### config.mk
export PLATFORM = sky130hd
export DESIGN_NAME = tilemap_mixer_flat
export DESIGN_NICKNAME = d
export VERILOG_FILES = /design/src/rtl/tilemap_mixer_if.sv /design/src/rtl/tilemap_mixer.sv /design/src/flat_wrapper.sv
export SDC_FILE = /design/constraint.sdc
export NUM_CORES = 1
export LEC_CHECK = 0
export BUFFER_PORTS_ARGS = -buffer_cell sky130_fd_sc_hd__buf_2
export CAP_MARGIN = 20
export CORE_MARGIN = 1
export CORE_UTILIZATION = 40
export DETAILED_ROUTE_END_ITERATION = 16
export PLACE_DENSITY = 0.74
export SLEW_MARGIN = 20
export SYNTH_ARGS = -nofsm -noshare
export SYNTH_HDL_FRONTEND = slang
export SYNTH_SLANG_ARGS = --single-unit
### constraint.sdc
create_clock -name clk -period 3.7 [get_ports clk]
set_input_delay 0.74 -clock clk [delete_from_list [all_inputs] [get_ports clk]]
set_output_delay 0.74 -clock clk [all_outputs]
set_load 0.005 [all_outputs]
### src/rtl/tilemap_mixer_if.sv
// Pixel request/result and CPU register bus for tilemap_mixer.
interface tilemap_mixer_if;
  logic        reg_we;
  logic [3:0]  reg_addr;
  logic [15:0] reg_data;
  logic        pixel_re;
  logic [12:0] pixel_addr;
  logic        pixel_valid;
  logic [7:0]  pixel_data;

  modport master (
    output reg_we, reg_addr, reg_data, pixel_re, pixel_addr,
    input  pixel_valid, pixel_data
  );

  modport slave (
    input  reg_we, reg_addr, reg_data, pixel_re, pixel_addr,
    output pixel_valid, pixel_data
  );
endinterface

### src/rtl/tilemap_mixer.sv
// Multi-layer tilemap renderer: 5-cycle pixel pipeline, per-layer scroll/enable, priority mix over bg.
// Build option TILEMAP_MIXER_SHADOW_EN: register writes are staged and committed at pixel 0.
module tilemap_mixer #(
  parameter int LAYERS   = 2,
  parameter int SCREEN_W = 96,
  parameter int SCREEN_H = 64,
  parameter int MAP_COLS = 16,
  parameter int MAP_ROWS = 16,
  parameter int TILE_AW  = $clog2(MAP_COLS * MAP_ROWS)
) (
  input  logic                      clk,
  input  logic                      rst,
  tilemap_mixer_if.slave            bus,
  output logic [LAYERS*TILE_AW-1:0] tile_addr,
  input  logic [LAYERS*16-1:0]      tile_q,
  output logic [LAYERS*11-1:0]      font_addr,
  input  logic [LAYERS*8-1:0]       font_q
);
  localparam int          CX_W   = $clog2(MAP_COLS);
  localparam int          CY_W   = $clog2(MAP_ROWS);
  localparam int          MX_W   = CX_W + 3;
  localparam int          MY_W   = CY_W + 3;
  localparam logic [13:0] PIXELS = 14'(SCREEN_W * SCREEN_H);

  logic [LAYERS-1:0][MX_W-1:0] cfg_sx_reg;
  logic [LAYERS-1:0][MY_W-1:0] cfg_sy_reg;
  logic [LAYERS-1:0]           cfg_en_reg;
  logic [7:0]                  cfg_bg_reg;

  logic [LAYERS-1:0][MX_W-1:0] use_sx;
  logic [LAYERS-1:0][MY_W-1:0] use_sy;
  logic [LAYERS-1:0]           use_en;
  logic [7:0]                  use_bg;

  logic                        unused_reg_bits;
  assign unused_reg_bits = ^bus.reg_data;

  // CPU writes land here: the active set in immediate mode, the shadow set otherwise
  always_ff @(posedge clk) begin
    if (rst) begin
      cfg_sx_reg <= '0;
      cfg_sy_reg <= '0;
      cfg_en_reg <= LAYERS'(1);
      cfg_bg_reg <= '0;
    end else if (bus.reg_we) begin
      for (int i = 0; i < LAYERS; i++) begin
        if (bus.reg_addr == 4'(4 * i))     cfg_sx_reg[i] <= bus.reg_data[MX_W-1:0];
        if (bus.reg_addr == 4'(4 * i + 1)) cfg_sy_reg[i] <= bus.reg_data[MY_W-1:0];
        if (bus.reg_addr == 4'(4 * i + 2)) cfg_en_reg[i] <= bus.reg_data[0];
      end
      if (bus.reg_addr == 4'd15) cfg_bg_reg <= bus.reg_data[7:0];
    end
  end

`ifdef TILEMAP_MIXER_SHADOW_EN
  logic [LAYERS-1:0][MX_W-1:0] act_sx_reg;
  logic [LAYERS-1:0][MY_W-1:0] act_sy_reg;
  logic [LAYERS-1:0]           act_en_reg;
  logic [7:0]                  act_bg_reg;
  logic                        commit;

  assign commit = bus.pixel_re && (bus.pixel_addr == 13'd0);

  always_ff @(posedge clk) begin
    if (rst) begin
      act_sx_reg <= '0;
      act_sy_reg <= '0;
      act_en_reg <= LAYERS'(1);
      act_bg_reg <= '0;
    end else if (commit) begin
      act_sx_reg <= cfg_sx_reg;
      act_sy_reg <= cfg_sy_reg;
      act_en_reg <= cfg_en_reg;
      act_bg_reg <= cfg_bg_reg;
    end
  end

  // The frame-start request already sees the values it commits
  assign use_sx = commit ? cfg_sx_reg : act_sx_reg;
  assign use_sy = commit ? cfg_sy_reg : act_sy_reg;
  assign use_en = commit ? cfg_en_reg : act_en_reg;
  assign use_bg = commit ? cfg_bg_reg : act_bg_reg;
`else
  assign use_sx = cfg_sx_reg;
  assign use_sy = cfg_sy_reg;
  assign use_en = cfg_en_reg;
  assign use_bg = cfg_bg_reg;
`endif

  logic [12:0] px;
  logic [12:0] py;
  logic        oob;

  assign px  = bus.pixel_addr % 13'(SCREEN_W);
  assign py  = bus.pixel_addr / 13'(SCREEN_W);
  assign oob = {1'b0, bus.pixel_addr} >= PIXELS;

  logic                        v1_reg, v2_reg, v3_reg, v4_reg;
  logic [LAYERS-1:0][2:0]      bit1_reg, bit2_reg, bit3_reg, bit4_reg;
  logic [LAYERS-1:0][2:0]      row1_reg, row2_reg;
  logic [LAYERS-1:0][7:0]      col3_reg, col4_reg;
  logic [LAYERS-1:0]           en1_reg, en2_reg, en3_reg, en4_reg;
  logic [7:0]                  bg1_reg, bg2_reg, bg3_reg, bg4_reg;

  logic [LAYERS-1:0][MX_W-1:0] mx;
  logic [LAYERS-1:0][MY_W-1:0] my;
  logic [LAYERS-1:0]           opaque;
  logic [7:0]                  mix_px;

  genvar gi;
  generate
    for (gi = 0; gi < LAYERS; gi++) begin : g_layer
      logic [7:0] glyph_row;
      // Map wrap-around falls out of truncating to the map width
      assign mx[gi]     = MX_W'(px + 13'(use_sx[gi]));
      assign my[gi]     = MY_W'(py + 13'(use_sy[gi]));
      assign glyph_row  = font_q[gi*8 +: 8];
      assign opaque[gi] = en4_reg[gi] & glyph_row[3'd7 - bit4_reg[gi]];
    end
  endgenerate

  always_comb begin
    mix_px = bg4_reg;
    for (int i = LAYERS - 1; i >= 0; i--) begin
      if (opaque[i]) mix_px = col4_reg[i];
    end
  end

  // Slot metadata needs no reset: nothing reads it without a matching valid bit
  always_ff @(posedge clk) begin
    for (int i = 0; i < LAYERS; i++) begin
      bit1_reg[i] <= mx[i][2:0];
      row1_reg[i] <= my[i][2:0];
      col3_reg[i] <= tile_q[i*16+8 +: 8];
    end
    en1_reg  <= use_en & {LAYERS{~oob}};
    bg1_reg  <= use_bg;
    bit2_reg <= bit1_reg;
    row2_reg <= row1_reg;
    en2_reg  <= en1_reg;
    bg2_reg  <= bg1_reg;
    bit3_reg <= bit2_reg;
    en3_reg  <= en2_reg;
    bg3_reg  <= bg2_reg;
    bit4_reg <= bit3_reg;
    col4_reg <= col3_reg;
    en4_reg  <= en3_reg;
    bg4_reg  <= bg3_reg;
  end

  always_ff @(posedge clk) begin
    if (rst) begin
      v1_reg          <= 1'b0;
      v2_reg          <= 1'b0;
      v3_reg          <= 1'b0;
      v4_reg          <= 1'b0;
      tile_addr       <= '0;
      font_addr       <= '0;
      bus.pixel_valid <= 1'b0;
      bus.pixel_data  <= 8'd0;
    end else begin
      v1_reg          <= bus.pixel_re;
      v2_reg          <= v1_reg;
      v3_reg          <= v2_reg;
      v4_reg          <= v3_reg;
      bus.pixel_valid <= v4_reg;
      if (v4_reg) bus.pixel_data <= mix_px;
      for (int i = 0; i < LAYERS; i++) begin
        if (bus.pixel_re)
          tile_addr[i*TILE_AW +: TILE_AW] <= {my[i][MY_W-1:3], mx[i][MX_W-1:3]};
        if (v2_reg)
          font_addr[i*11 +: 11] <= {tile_q[i*16 +: 8], row2_reg[i]};
      end
    end
  end
endmodule

### src/flat_wrapper.sv
// flat-port wrapper written by rule: the top's interface ports become plain ports
module tilemap_mixer_flat 
#(
  parameter int LAYERS   = 2,
  parameter int SCREEN_W = 96,
  parameter int SCREEN_H = 64,
  parameter int MAP_COLS = 16,
  parameter int MAP_ROWS = 16,
  parameter int TILE_AW  = $clog2(MAP_COLS * MAP_ROWS)
)
  (clk, rst, tile_addr, tile_q, font_addr, font_q, bus_reg_we, bus_reg_addr, bus_reg_data, bus_pixel_re, bus_pixel_addr, bus_pixel_valid, bus_pixel_data);
  tilemap_mixer_if bus_i ();
  input  logic clk;
  input  logic rst;
  output logic [LAYERS*TILE_AW-1:0] tile_addr;
  input  logic [LAYERS*16-1:0] tile_q;
  output logic [LAYERS*11-1:0] font_addr;
  input  logic [LAYERS*8-1:0] font_q;
  input wire logic [$bits(bus_i.reg_we)-1:0] bus_reg_we;
  input wire logic [$bits(bus_i.reg_addr)-1:0] bus_reg_addr;
  input wire logic [$bits(bus_i.reg_data)-1:0] bus_reg_data;
  input wire logic [$bits(bus_i.pixel_re)-1:0] bus_pixel_re;
  input wire logic [$bits(bus_i.pixel_addr)-1:0] bus_pixel_addr;
  output wire logic [$bits(bus_i.pixel_valid)-1:0] bus_pixel_valid;
  output wire logic [$bits(bus_i.pixel_data)-1:0] bus_pixel_data;
  assign bus_i.reg_we = bus_reg_we;
  assign bus_i.reg_addr = bus_reg_addr;
  assign bus_i.reg_data = bus_reg_data;
  assign bus_i.pixel_re = bus_pixel_re;
  assign bus_i.pixel_addr = bus_pixel_addr;
  assign bus_pixel_valid = bus_i.pixel_valid;
  assign bus_pixel_data = bus_i.pixel_data;
  tilemap_mixer #(.LAYERS(LAYERS), .SCREEN_W(SCREEN_W), .SCREEN_H(SCREEN_H), .MAP_COLS(MAP_COLS), .MAP_ROWS(MAP_ROWS), .TILE_AW(TILE_AW)) u_core (.clk(clk), .rst(rst), .bus(bus_i), .tile_addr(tile_addr), .tile_q(tile_q), .font_addr(font_addr), .font_q(font_q));
endmodule
==> results.yml, run 1 <==
finish:
  area_delta_synth_final_pct: 23.4
  mostFrequentLayoutCell: "dfxtp_1"
  drive_above_1_share: 0.268
  final_nets: 1010
  max_flop_register: "u_core.font_addr"
  final_cell_mix: "dfxtp_1, buf_2, nor2_1, mux2i_1, buf_4"
  diodes: 0
  largest_register_ffs: 22
  fin_util: 0.503
power_and_ir_drop:
  power.leakage_nw: 4.32
  power_density_nw_per_um2: 478
  finalPower_mw: 4.50
  clockPowerShare: 0.391
  ir_worst_vdd_mv: 0.341
  p_switching_mw: 1.15
  comb_power_share: 0.108
  internal-power_mw: 3.35
  pwr-share-seq: 0.501
  swShare: 0.255
clock_network:
  cts_max_path_buffers: 2
  holdBufCountCts: 0
  insertion_delay_ns: 0.43
  cts_tree: "yes"
  clk_pin_slew_worst_paths_ns: 0.07
  numCtsBuffers: 17
  h-tree-depth: 4
  clock-sinks: 197
  root_buffer: "clkbuf_16"
die:
  num_rows: 50
  die_h_um: 140
  ios: 132
  core_sq_um: 18700
  start_util: 0.408
  dieArea_sq_um: 19600
  die_width_um: 140
setup_path:
  worstPathRequired_ns: 4.02
  worst-path-stages: 18
  cp_max_fo: 6
  path_buf_inv: 5
  worst_path_most_repeated_cell: "buf_4"
  cp.arrival_ns: 3.91
  crit_type: "in -> reg"
  end_kind: "register"
  crit_chain: "buf_2 > xor2_2 > buf_4 > o211ai_1 > buf_4 > nand2_1 > nand2_1 > buf_4 > a311oi_1 > o211a_1 > ha_1 > nor2b_1 > a221o_1 > a211oi_2 > buf_4 > nand2_1 > nor3_2 > nor3_2"
  max_stage_delay_ns: 0.45
  startpoint_type: "input pin"
  critPathSlowestCell: "o211ai_1"
  worstRegToRegCells: 10
  crit_family: "compound AO/OA/AOI/OAI gates"
sta:
  finalCritPeriodShare: 0.972
  holdWs_ns: 0.324
  slew_headroom: 0.522
  rsz0062_at_grt: "yes"
  tightest_slew_ns: 0.715
  fin_crit_ns: 3.60
  max_freq_mhz: 278
  final_max_slew_viol_count: 0
  finalWorstSetupSlack_ns: 0.104
  final-hold-violation-count: 0
  setup_viol: 0
  skew_ns: 0.0122
global_route:
  grt_max_degree: 29
  grt_first_pass_wirelength_mm: 25.5
  grt.overflow.total: 0
  grt_pass1_vias: 5232
  grt_antenna_before_repair: 1
  gr-usage-all-layers: 0.165
yosys:
  synth_edf_count: 0
  seq_area_frac_synth: 0.517
  ys.flop_type: "dfxtp_1"
  yosysWarnings: 0
  ys_seq_elements: 197
  synth_area_per_cell_sq_um: 10.3
  synth_cell_type_count: 71
  netlist_area_sq_um: 7630
  async_flop_share: 0
  synth_cells: 740
  syn_nets: 855
detailed_routing:
  drtPass1Iterations: 5
  vias: 5618
  wl_per_cell_um: 14.0
  antenna_left: 0
  drtIter0Drc: 251
  wirelength_mm: 16.0
  viasPerCell: 4.92
  drc_errors: 0
run_status:
  status: "finished clean"
min_path:
  min_path_cells: 0
  hold_class: "reg -> reg"
placement:
  gp_congestion: 0.888
  dp_hpwl_mm: 11.5
  post-place-ws_ns: -0.391
  port_buffers: 123
flow_run:
  cap_viol_max_count: 0
kinds of logic (layout without fill, tap and decap cells):
| kind of cell | Yosys count | in the layout | share of synthesized area |
|---|---|---|---|
| mux | 70 | 70 | 0.0988 |
| buf+inv | 66 | 234 | 0.0397 |
| xor+xnor | 24 | 24 | 0.0285 |
| flops | 197 | 197 | 0.517 |
| fa+ha+maj | 31 | 31 | 0.0545 |
| simple gates | 213 | 213 | 0.139 |
| compound gates | 139 | 139 | 0.122 |
Yosys cell counts, types with 5 or more instances:
library cell,number,area share
dfxtp_1,197,0.52
nor2_1,86,0.042
mux2i_1,64,0.084
a21oi_1,39,0.026
nand2_1,38,0.019
ha_1,26,0.043
inv_1,23,0.011
clkbuf_1,22,0.011
nand2b_1,17,0.014
o21ai_0,17,0.011
nand3_1,16,0.011
xnor2_1,13,0.015
nand3b_1,10,0.0098
xor2_1,10,0.011
a211o_1,8,0.0092
a211oi_1,8,0.0079
buf_2,8,0.0053
nor2b_1,8,0.0066
o21bai_1,8,0.0079
a21o_1,7,0.0069
o22ai_1,7,0.0057
buf_1,6,0.0030
nor3_1,6,0.0039
buf_6,5,0.0074
nor3b_1,5,0.0049
nor4_1,5,0.0041
o211ai_1,5,0.0049
o21ai_1,5,0.0033
what timing repair did:
action,CTS,global route
resized for setup,0,19
setup buffers,0,5
setup endpoints to repair,0,6
power by group through the flow:
stage	Sequential [mW]	Combinational, mW	Clock, mW
detailed placement	2.30	0.465	0
global route	2.26	0.536	1.90
finish	2.25	0.486	1.76
floorplan	2.29	0.281	0
global placement	2.30	0.457	0
CTS	2.25	0.468	1.80
final cells by class:
class                   instances  area [sq um]
clock buffers                  17           425
clock inverters                15           168
fillers                      1686          9290
inverters                      23          86.3
multi-input cells             477          3460
flip-flops and latches        197          3940
well taps                     234           293
repair buffers                179          1040
per-stage QoR:
stage                     TNS (ns)  area (sq um)  cells
final                            0          9410   1142
after global routing       -0.0978          9410   1142
after CTS                        0          9300   1137
after detailed placement     -1.99          8710   1105
after global placement       -1.65          8710   1105
after floorplan                  0          7630    740
final timing paths:
path / startpoint / end / slack [ns]
worst min-delay path: u_core.bg2_reg[1] / u_core.bg3_reg[1] / 0.32
worst min register to register: u_core.bg2_reg[1] / u_core.bg3_reg[1] / 0.32
worst max-delay path: bus_pixel_addr[9] / u_core.tile_addr[3] / 0.10
worst max register to register: u_core.cfg_sx_reg[0] / u_core.tile_addr[3] / 1.46
routing by layer:
layer	global-route usage	share of wire
met5	0	0.00075
met4	0.0492	0.013
met3	0.0513	0.057
met2	0.273	0.47
met1	0.204	0.46
Note: power is estimated with default switching activity, not from simulation.
==> run 2, diff against run 1 <==
- clock period: 3.7 -> 3.3 ns (I/O delays scaled with it)
==> run 2 against run 1 <==
The flow now finishes with violations (DRC, setup timing). Cell count increased by 0.70%. Wire length increased by 1.9%. Worst setup slack worse by 0.12 ns. First-iteration DRC count increased by 4.8%. Worst hold slack improved by 0.0016 ns. Critical path depth shrank 3. Critical path type unchanged. Critical endpoint unchanged.
==> results.yml, run 2 (synthesis gave the netlist of run 1 again) <==
detailed_routing:
  vias: 5739
  drtIter0Drc: 263
  viasPerCell: 4.99
  drtPass1Iterations: 10
  wl_per_cell_um: 14.2
  drc_errors: 1
  antenna_left: 0
  wirelength_mm: 16.3
setup_path:
  crit_family: "compound AO/OA/AOI/OAI gates"
  critPathSlowestCell: "o211ai_1"
  crit_path_start: "bus_pixel_addr[9]"
  r2r-end: "u_core.tile_addr[3]"
  end_kind: "register"
  cp.arrival_ns: 3.65
  path_buf_inv: 2
  crit_chain: "buf_8 > xor2_2 > buf_4 > o211ai_1 > nand2_1 > nand2_2 > a311oi_1 > o211a_4 > ha_4 > nor2b_4 > a221o_1 > a211oi_2 > nand2_1 > nor3_2 > nor3_2"
  crit_type: "in -> reg"
  worstRegToRegCells: 9
  cp_max_fo: 6
  max_stage_delay_ns: 0.47
  worstPathRequired_ns: 3.63
  critical_path.endpoint: "u_core.tile_addr[3]"
  rrSetupSlack_ns: 1.18
  startpoint_type: "input pin"
  reg2reg_from: "u_core.cfg_sx_reg[0]"
  worst-path-stages: 15
power_and_ir_drop:
  power_density_nw_per_um2: 531
  clockPowerShare: 0.391
  pwr-share-seq: 0.493
  power.leakage_nw: 4.40
  internal-power_mw: 3.86
  swShare: 0.247
  p_switching_mw: 1.26
  comb_power_share: 0.117
  ir_worst_vdd_mv: 0.392
finish:
  drive_above_1_share: 0.296
  final_cell_mix: "dfxtp_1, buf_2, nor2_1, mux2i_1, buf_4"
  fin_util: 0.516
  diodes: 0
  final_nets: 1019
  area_delta_synth_final_pct: 26.5
  mostFrequentLayoutCell: "dfxtp_1"
  largest_register_ffs: 22
  max_flop_register: "u_core.font_addr"
die:
  num_rows: 50
  ios: 132
  start_util: 0.408
  die_h_um: 140
  dieArea_sq_um: 19600
  core_sq_um: 18700
  die_width_um: 140
sta:
  setup_viol: 1
  final_max_slew_viol_count: 0
  skew_ns: 0.00848
  finalWorstSetupSlack_ns: -0.0190
  slew_headroom: 0.540
  holdWs_ns: 0.326
  max_freq_mhz: 301
  finalSetupTns_ns: -0.0190
  rsz0062_at_grt: "yes"
  final-hold-violation-count: 0
  finalCritPeriodShare: 1.01
  tightest_slew_ns: 0.690
  fin_crit_ns: 3.32
clock_network:
  h-tree-depth: 4
  cts_max_path_buffers: 2
  numCtsBuffers: 17
  root_buffer: "clkbuf_16"
  holdBufCountCts: 0
  clk_pin_slew_worst_paths_ns: 0.07
  cts_tree: "yes"
  clock-sinks: 197
  insertion_delay_ns: 0.43
global_route:
  grt_antenna_before_repair: 0
  gr-usage-all-layers: 0.166
  grt_max_degree: 29
  grt_pass1_vias: 5227
  grt_first_pass_wirelength_mm: 25.6
  grt.overflow.total: 0
run_status:
  violations: "DRC, setup timing"
  status: "finished, violations left"
min_path:
  hold_class: "reg -> reg"
placement:
  dp_hpwl_mm: 11.4
  gp_congestion: 0.889
  port_buffers: 123
  post-place-ws_ns: -0.471
flow_run:
  cap_viol_max_count: 0
run 2: cell types whose count changed in the layout (fill, tap and decap cells not counted), moves of 3 or more:
cell | previous run | this run
buf_4 | 55 | 61
buf_8 | 0 | 4
clkinv_8 | 5 | 1
o21ai_0 | 14 | 10
o21ai_1 | 6 | 10
a21oi_1 | 34 | 31
a21oi_2 | 5 | 8
buf_2 | 123 | 120
nand3_1 | 16 | 13
nand3_2 | 0 | 3
run 2: stage by stage:
step / std cells / area [sq um] / total power [mW]
after global routing: 1150 / 9650 / 5.34
after floorplan: 740 / 7660 / 2.89
after CTS: 1140 / 9370 / 5.11
final: 1150 / 9650 / 5.13
after detailed placement: 1108 / 8770 / 3.11
after global placement: 1108 / 8770 / 3.10
run 2: repair_timing:
action / 4_1_cts / 5_1_grt
endpoints found under the setup margin: 3 / 10
gates resized for setup: 3 / 49
buffers inserted: 1 / 11
pin swaps: 3 / 41
hold endpoints to repair: 0 / 0
run 2: layer usage:
layer | part of all wire | vias up | track usage
li1 | - | 2904 | -
met1 | 0.45 | 2655 | 0.210
met2 | 0.49 | 164 | 0.274
met3 | 0.049 | 16 | 0.0379
met4 | 0.011 | 0 | 0.0619
met5 | 0 | - | 0
run 2: worst min path at each step:
stage	end	slack [ns]	cells past startpoint	startpoint
floorplan	u_core.bg2_reg[0]	0.31	0	u_core.bg1_reg[0]
global placement	u_core.bg2_reg[4]	0.31	0	u_core.bg1_reg[4]
detailed placement	u_core.bit4_reg[0]	0.31	0	u_core.bit3_reg[0]
CTS	u_core.col3_reg[6]	0.31	1	tile_q[14]
global route	u_core.col3_reg[5]	0.30	1	tile_q[13]
finish	u_core.bg3_reg[2]	0.33	0	u_core.bg2_reg[2]
run 2: power by group through the flow:
stage | combinational (mW) | clock (mW) | sequential (mW)
finish | 0.598 | 2.00 | 2.53
detailed placement | 0.531 | 0 | 2.58
CTS | 0.539 | 2.04 | 2.53
global placement | 0.522 | 0 | 2.58
global route | 0.659 | 2.14 | 2.53
floorplan | 0.320 | 0 | 2.57
run 2: layout make-up:
| cell class | instances | area (sq um) |
|---|---|---|
| Fill cell | 1654 | 9060 |
| Clock inverter | 12 | 138 |
| Tap cell | 234 | 293 |
| Sequential cell | 197 | 3940 |
| Multi-Input combinational cell | 477 | 3590 |
| Timing Repair Buffer | 188 | 1150 |
| Clock buffer | 19 | 443 |
| Inverter | 23 | 86.3 |
